==> src/rtl/prog_loader.sv <==
// Program loader: assembles a framed UART byte stream (A5, N, N words hi/lo, XOR checksum)
// into instruction words and writes them to program memory while holding the CPU.
module prog_loader #(
    parameter int ADDR_WIDTH  = 4,
    parameter int INSTR_WIDTH = 12
) (
    input  logic                   clk,
    input  logic                   reset,
    input  logic [7:0]             rx_data,
    input  logic                   rx_valid,
    output logic                   rx_ready,
    output logic                   mem_we,
    output logic [ADDR_WIDTH-1:0]  mem_waddr,
    output logic [INSTR_WIDTH-1:0] mem_wdata,
    output logic                   cpu_hold,
    output logic                   load_done,
    output logic                   load_error
);
    localparam int CW    = ADDR_WIDTH + 1;
    localparam int DEPTH = 2 ** ADDR_WIDTH;

    typedef enum logic [2:0] {S_IDLE, S_COUNT, S_HI, S_LO, S_WRITE, S_CHECK} state_t;

    state_t                 state_q;
    logic [CW-1:0]          idx_q, n_q;
    logic [INSTR_WIDTH-9:0] hi_q;
    logic [7:0]             xor_q;
    logic                   rdy_q, we_q, hold_q, done_q, err_q;
    logic [ADDR_WIDTH-1:0]  waddr_q;
    logic [INSTR_WIDTH-1:0] wdata_q;

    logic          accept;
    logic [CW-1:0] idx_d;
    logic [7:0]    xor_d;

    assign accept = rx_valid && rdy_q;
    assign idx_d  = idx_q + CW'(1);
    assign xor_d  = xor_q ^ rx_data;

    always_ff @(posedge clk) begin
        if (reset) begin
            state_q <= S_IDLE;
            idx_q   <= '0;
            n_q     <= '0;
            hi_q    <= '0;
            xor_q   <= '0;
            rdy_q   <= 1'b1;
            we_q    <= 1'b0;
            waddr_q <= '0;
            wdata_q <= '0;
            hold_q  <= 1'b0;
            done_q  <= 1'b0;
            err_q   <= 1'b0;
        end else begin
            done_q <= 1'b0;
            we_q   <= 1'b0;
            case (state_q)
                S_IDLE: if (accept && rx_data == 8'hA5) begin
                    state_q <= S_COUNT;
                    hold_q  <= 1'b1;
                    err_q   <= 1'b0;
                    idx_q   <= '0;
                    xor_q   <= '0;
                end
                S_COUNT: if (accept) begin
                    xor_q <= xor_d;
                    if (int'(rx_data) > DEPTH) begin
                        err_q   <= 1'b1;
                        hold_q  <= 1'b0;
                        state_q <= S_IDLE;
                    end else if (rx_data == 8'h00) begin
                        state_q <= S_CHECK;
                    end else begin
                        n_q     <= CW'(rx_data);
                        state_q <= S_HI;
                    end
                end
                S_HI: if (accept) begin
                    hi_q    <= rx_data[INSTR_WIDTH-9:0];
                    xor_q   <= xor_d;
                    state_q <= S_LO;
                end
                // Write strobe is registered here so it is high for the whole WRITE cycle.
                S_LO: if (accept) begin
                    xor_q   <= xor_d;
                    we_q    <= 1'b1;
                    waddr_q <= idx_q[ADDR_WIDTH-1:0];
                    wdata_q <= {hi_q, rx_data};
                    rdy_q   <= 1'b0;
                    state_q <= S_WRITE;
                end
                S_WRITE: begin
                    idx_q   <= idx_d;
                    rdy_q   <= 1'b1;
                    state_q <= (idx_d == n_q) ? S_CHECK : S_HI;
                end
                S_CHECK: if (accept) begin
                    hold_q  <= 1'b0;
                    if (rx_data == xor_q) done_q <= 1'b1;
                    else                  err_q  <= 1'b1;
                    state_q <= S_IDLE;
                end
                default: state_q <= S_IDLE;
            endcase
        end
    end

    assign rx_ready   = rdy_q;
    assign mem_we     = we_q;
    assign mem_waddr  = waddr_q;
    assign mem_wdata  = wdata_q;
    assign cpu_hold   = hold_q;
    assign load_done  = done_q;
    assign load_error = err_q;
endmodule

==> config.mk <==
export PLATFORM = sky130hd
export DESIGN_NAME = prog_loader
export DESIGN_NICKNAME = d
export VERILOG_FILES = /design/src/rtl/prog_loader.sv
export SDC_FILE = /design/constraint.sdc
export NUM_CORES = 1
export LEC_CHECK = 0
export BUFFER_PORTS_ARGS = -buffer_cell sky130_fd_sc_hd__buf_2
export CORE_UTILIZATION = 40
export CTS_CLUSTER_SIZE = 24
export DETAILED_ROUTE_END_ITERATION = 10
export PLACE_DENSITY = 0.59
export SLEW_MARGIN = 15
export SYNTH_ARGS = -nofsm -noshare
export SYNTH_HDL_FRONTEND = slang
export SYNTH_SLANG_ARGS = --single-unit
==> constraint.sdc <==
create_clock -name clk -period 2.1 [get_ports clk]
set_clock_uncertainty 0.05 [all_clocks]
set_input_delay 0.315 -clock clk [delete_from_list [all_inputs] [get_ports clk]]
set_output_delay 0.315 -clock clk [all_outputs]
set_load 0.05 [all_outputs]
# --- Word level (Yosys, flattened, before mapping) ---
# Cells that the tools add are included.
word_totals:
  latchBits: 0
  inputBits: 11
  ram_bits: 0
  reg_bits: 46
  elab_cells: 84
  romBits: 0
  mem_count: 0
op_classes:
  n_reduce_logical: 20
  bitwise_logic: 6
  n_lt_le_gt_ge: 1
  n_eq_ne: 16
  n_mux: 28
  add_sub_neg: 1
  n_shift: 0
  div: 0
  mul: 0
op_table:
  columns: ["operator", "count"]
  rows:
  - ["2-to-1 mux 3 bit", 8]
  - ["one-hot mux 3 bit (6 select lines)", 1]
  - ["2-to-1 mux 8 bit", 2]
  - ["one-hot mux 8 bit (2 select lines)", 1]
  - ["inequality test 2 bit (second input constant)", 7]
  - ["2-to-1 mux 1 bit", 11]
  - ["one-hot mux 5 bit (2 select lines)", 1]
  - ["AND reduction 5 bit", 2]
  - ["equality test 8 bit", 1]
  - ["equality test 8 bit (second input constant)", 1]
  - ["> comparator 8 x 5 -> 1 bit (second input constant)", 1]
  - ["zero test 8 bit", 1]
  - ["AND reduction 2 bit", 4]
  - ["XOR 8 bit", 1]
  - ["equality test 3 x 2 -> 1 bit (second input constant)", 2]
  - ["equality test 3 bit (second input constant)", 2]
  - ["one-hot mux 1 bit (3 select lines)", 2]
  - ["AND reduction 6 bit", 1]
  - ["nonzero test 2 bit", 3]
  - ["OR reduction 3 bit", 2]
  - ["adder 5 x 1 -> 5 bit (second input constant)", 1]
  - ["equality test 5 bit", 1]
  - ["2-to-1 mux 5 bit", 1]
  - ["inverter 1 bit", 5]
  - ["other kinds (9)", 10]

# --- Longest topological paths before layout ---
depth:
  depth_word: 5
  depth_mapped: 7
  ltp_nobuf: 6

# --- Least setup slack after synthesis ---
# OpenSTA, ideal clock, no wires.
synth_path:
  kind: "reg2reg"
  from: "register rdy_q, in the netlist rx_ready"
  to: "register waddr_q[2], in the netlist mem_waddr[2]"
  slack_ns: 0.111
  path_stages_with_launch: 8
  setup_time_ns: 0.070
  t_arrival_ns: 1.869
  period_less_slack_ns: 1.989
  n_path_buf: 2
  path_cell_list: "dfxtp_1 > and2_1 > clkbuf_1 > nand2_1 > nor2_1 > clkbuf_1 > nand2_1 > a21oi_1"
synth_between:
  elab_chain_cells: 2
synth_lines:
  columns: ["element", "line_no", "source"]
  rows:
  - ["start, declared", "28", "logic rdy_q, we_q, hold_q, done_q, err_q;"]
  - ["start signal, assigned", "47", "rdy_q <= 1'b1;"]
  - ["start signal, assigned", "89", "rdy_q <= 1'b0;"]
  - ["start signal, assigned", "94", "rdy_q <= 1'b1;"]
  - ["logical AND 1 bit", "36", "assign accept = rx_valid && rdy_q;"]
  - ["AND reduction 2 bit (no source line)", null, null]
  - ["end signal, assigned", "87", "waddr_q <= idx_q[ADDR_WIDTH-1:0];"]
  - ["end, declared", "29", "logic [ADDR_WIDTH-1:0] waddr_q;"]
# No other way between the ends.
# A chain may end at the register's enable or synchronous reset.

# --- Worst setup path after layout ---
layout_path:
  from: "register state_q[1]"
  to: "register err_q, in the netlist load_error"
layout_between:
  elab_chain_cells: 3
layout_lines:
  columns: ["element", "line_no", "source"]
  rows:
  - ["start, declared", "24", "state_t state_q;"]
  - ["start signal, assigned", "95", "state_q <= (idx_d == n_q) ? S_CHECK : S_HI;"]
  - ["equality test 3 bit (tied with other cells)", "57", "case (state_q)"]
  - ["inequality test 2 bit (no source line) or nonzero test 3 bit (tied branches)", null, null]
  - ["AND reduction 6 bit (no source line)", null, null]
  - ["end signal, assigned", "53", "err_q <= 1'b0;"]
  - ["end signal, assigned", "61", "err_q <= 1'b0;"]
  - ["end signal, assigned", "68", "err_q <= 1'b1;"]
  - ["end, declared", "28", null]
# Parallel ways exist; a longest one is shown, timed or not.

==> flow_metrics.env <==
export IMPL_cts_resized=0
export IMPL_cpLargestDelayFamily="compound AO/OA/AOI/OAI gates"
export IMPL_clkLatencyLatePin_ns=0.30
export IMPL_fillers=537
export IMPL_yosysTopAreaCellShare_pct=42.5
export IMPL_grt_usage_pct=19.5
export IMPL_routabilityCongestion=0.908
export IMPL_cp_required_ns=2.24
export IMPL_diodes=0
export IMPL_p_comb_share_pct=4.5
export IMPL_switchingPower_mw=0.356
export IMPL_detail_route_first_pass_iterations=4
export IMPL_root_buffer="clkbuf_8"
export IMPL_io_buffers=31
export IMPL_r2r_end="load_error"
export IMPL_start_util_pct=41.9
export IMPL_cts_made_buffers=5
export IMPL_whs_ns=0.262
export IMPL_arrival_ns=1.98
export IMPL_area_growth_pct=17.4
export IMPL_postSynthAreaPerCell_um2=8.05
export IMPL_rr_worst_depth=5
export IMPL_cp_cell_sequence="nand2b_1, nor2_1, a2111oi_2, o31ai_1, mux2_2"
export IMPL_status="complete, no violations"
export IMPL_ys_flop_type="dfxtp_1"
export IMPL_worstSetupPathDepth=5
export IMPL_finalHoldViolCount=0
export IMPL_antenna_found_initial=0
export IMPL_critPathKind="reg -> reg"
export IMPL_die_area_mm2=0.00571
export IMPL_slew_violations=0
export IMPL_rr_startpoint="state_q[1]"
export IMPL_synth_edf_count=0
export IMPL_routed_wl_mm=5.12
export IMPL_setup_tns_ns=0
export IMPL_postCtsSetupBuffers=0
export IMPL_internal_power_mw=1.16
export IMPL_grt_setup_unrepaired="false"
export IMPL_critPathMaxStageDelay_ns=0.44
export IMPL_post_route_drc_count=0
export IMPL_worst_pin_slew_ns=0.471
export IMPL_synth_seq_cells=46
export IMPL_ys_seq_area_share_pct=42.5
export IMPL_hpwlAfterDp_mm=3.65
export IMPL_cts_hold_buf=0
export IMPL_swShare_pct=23.5
export IMPL_grt_pass1_wl_mm=8.33
export IMPL_synth_largest_area_cell="dfxtp_1"
export IMPL_maxCapViolCount=0
export IMPL_layout_nets=317
export IMPL_io_pins=32
export IMPL_vias_per_cell=5.26
export IMPL_fin_crit_sh_pct=87.7
export IMPL_grt_max_degree=26
export IMPL_p_leak_nw=0.982
export IMPL_synth_area_mm2=0.00217
export IMPL_post_drt_wl_per_cell_um=13.6
export IMPL_grt_overflow=0
export IMPL_crit_path_start="state_q[1]"
export IMPL_syn_inst=269
export IMPL_async_reset_ff_share_pct=0
export IMPL_final_common_cell="nand2_1"
export IMPL_drive_gt1_share_pct=19.9
export IMPL_multiInputGateArea_mm2=0.00117
export IMPL_post_route_min_period_ns=1.84
export IMPL_irDropWorstVdd_mv=0.419
export IMPL_clkSinkCount=46
export IMPL_cts_buffer_depth=2
export IMPL_register_area_um2=921
export IMPL_reg2reg_slack_ns=0.26
export IMPL_slowest_stage="dfxtp_1"
export IMPL_endpoint="load_error"
export IMPL_end_kind="register"
export IMPL_ys_types=43
export IMPL_row_count=26
export IMPL_grt_pass1_vias=1811
export IMPL_power_frac_clock_pct=37.9
export IMPL_critical_path_buf_inv_count=0
export IMPL_die_y_um=75.6
export IMPL_coreArea_mm2=0.00517
export IMPL_htreeDepth=2
export IMPL_synth_warning_count=0
export IMPL_dr_first_iter_drc_count=129
export IMPL_cts_tree="done"
export IMPL_path_max_fanout=6
export IMPL_setup_viol=0
export IMPL_fmax_mhz=543
export IMPL_die_w_um=75.6
export IMPL_routed_via_count=1976
export IMPL_seqPwrFrac_pct=57.6
export IMPL_ant_nets=0
export IMPL_relSlewSlack_pct=68.6
export IMPL_hp_class="in -> reg"
export IMPL_synthTopCellsByArea="dfxtp_1, nand2_1, a21oi_1"
export IMPL_start_kind="register"
export IMPL_power_density_mw_per_mm2=596
export IMPL_clk_pin_slew_ns=0.09
export IMPL_syn_nets=281
export IMPL_mostFrequentLayoutCells="nand2_1, dfxtp_1, a21oi_1, buf_2, nor2_1"
-- power by group through the flow --
stage	Sequential, mW	Combinational (mW)	Clock (mW)
floorplan	0.892	0.0364	0
global placement	0.892	0.0681	0
detailed placement	0.892	0.0682	0
CTS	0.872	0.0686	0.588
global route	0.872	0.0741	0.628
finish	0.872	0.0685	0.574
-- worst reg2reg max path: stages, from the launching register on --
cell       delay [ns]
dfxtp_1          0.44
nand2b_1         0.26
nor2_1           0.13
a2111oi_2        0.42
o31ai_1          0.16
mux2_2           0.29
-- flip-flops by register name, indices dropped and copies added (netlist names), 3 cells and up --
signal	flops
state_q	3
n_q	5
idx_q	5
hi_q	4
xor_q	8
mem_wdata	12
mem_waddr	4
-- stage by stage --
step           cell area [um2]  total power [mW]  worst slack (ns)  std cells  utilization (%)
6_report                  2540              1.51             0.259        376             49.2
4_1_cts                   2540              1.53             0.260        376             49.2
3_5_place_dp              2450             0.960            0.0829        368             47.3
3_3_place_gp              2450             0.960             0.132        368             47.3
2_1_floorplan             2170             0.929             0.111        269                -
5_1_grt                   2540              1.57             0.139        376             49.2
-- synth_stat cells (2+ instances only) --
master     n
nor3_1     5
o21ai_0   12
nor2b_1    8
nand3_1    4
or3_1      5
nand3b_1   4
clkbuf_1  12
nand2b_1   4
and4bb_2   2
xnor2_1    6
mux2i_1   11
xor2_1     3
a311oi_1   5
and2_1     2
a21oi_1   33
nand2_1   47
nor2_1    28
nor4_1     2
dfxtp_1   46
buf_2      2
a41oi_1    2
inv_1      5
-- area by class of cell --
class                           instances  share of cell area (%)
Tap cell                               70                    3.44
Sequential cell                        46                    36.2
Clock buffer                            6                    3.25
Inverter                                5                   0.738
Multi-Input combinational cell        203                    45.9
Clock inverter                          2                   0.492
Timing Repair Buffer                   44                    9.94
-- cell families (layout without fill, tap and decap cells) --
family | after synthesis | after routing | synth area share (%)
AOI/OAI and AO/OA | 64 | 64 | 17.9
xor gates and xnor gates | 9 | 9 | 3.64
and+or+nand+nor | 117 | 117 | 26.2
buffers and inverters | 20 | 57 | 3.58
muxes | 12 | 12 | 5.60
adders and majority gates | 1 | 1 | 0.578
DFF | 46 | 46 | 42.5
-- per-layer routing --
layer | vias up | global-route usage (%) | part of all wire [%]
li1 | 1006 | - | -
met1 | 932 | 25.5 | 51
met2 | 32 | 31.7 | 45
met3 | 6 | 5.16 | 3.2
met4 | 0 | 5.35 | 1.1
met5 | - | 0 | 0
-- worst min path at each step --
stage	startpoint	end	cells after the start
after floorplan	hi_q[2]	mem_wdata[10]	2
after global placement	mem_wdata[11]	mem_wdata[11]	2
after detailed placement	mem_waddr[2]	mem_waddr[2]	2
after CTS	rx_data[5]	mem_wdata[5]	3
after global routing	rx_data[7]	mem_wdata[7]	3
final	rx_data[5]	mem_wdata[5]	3
No activity file was read; power rests on OpenSTA's default activity.
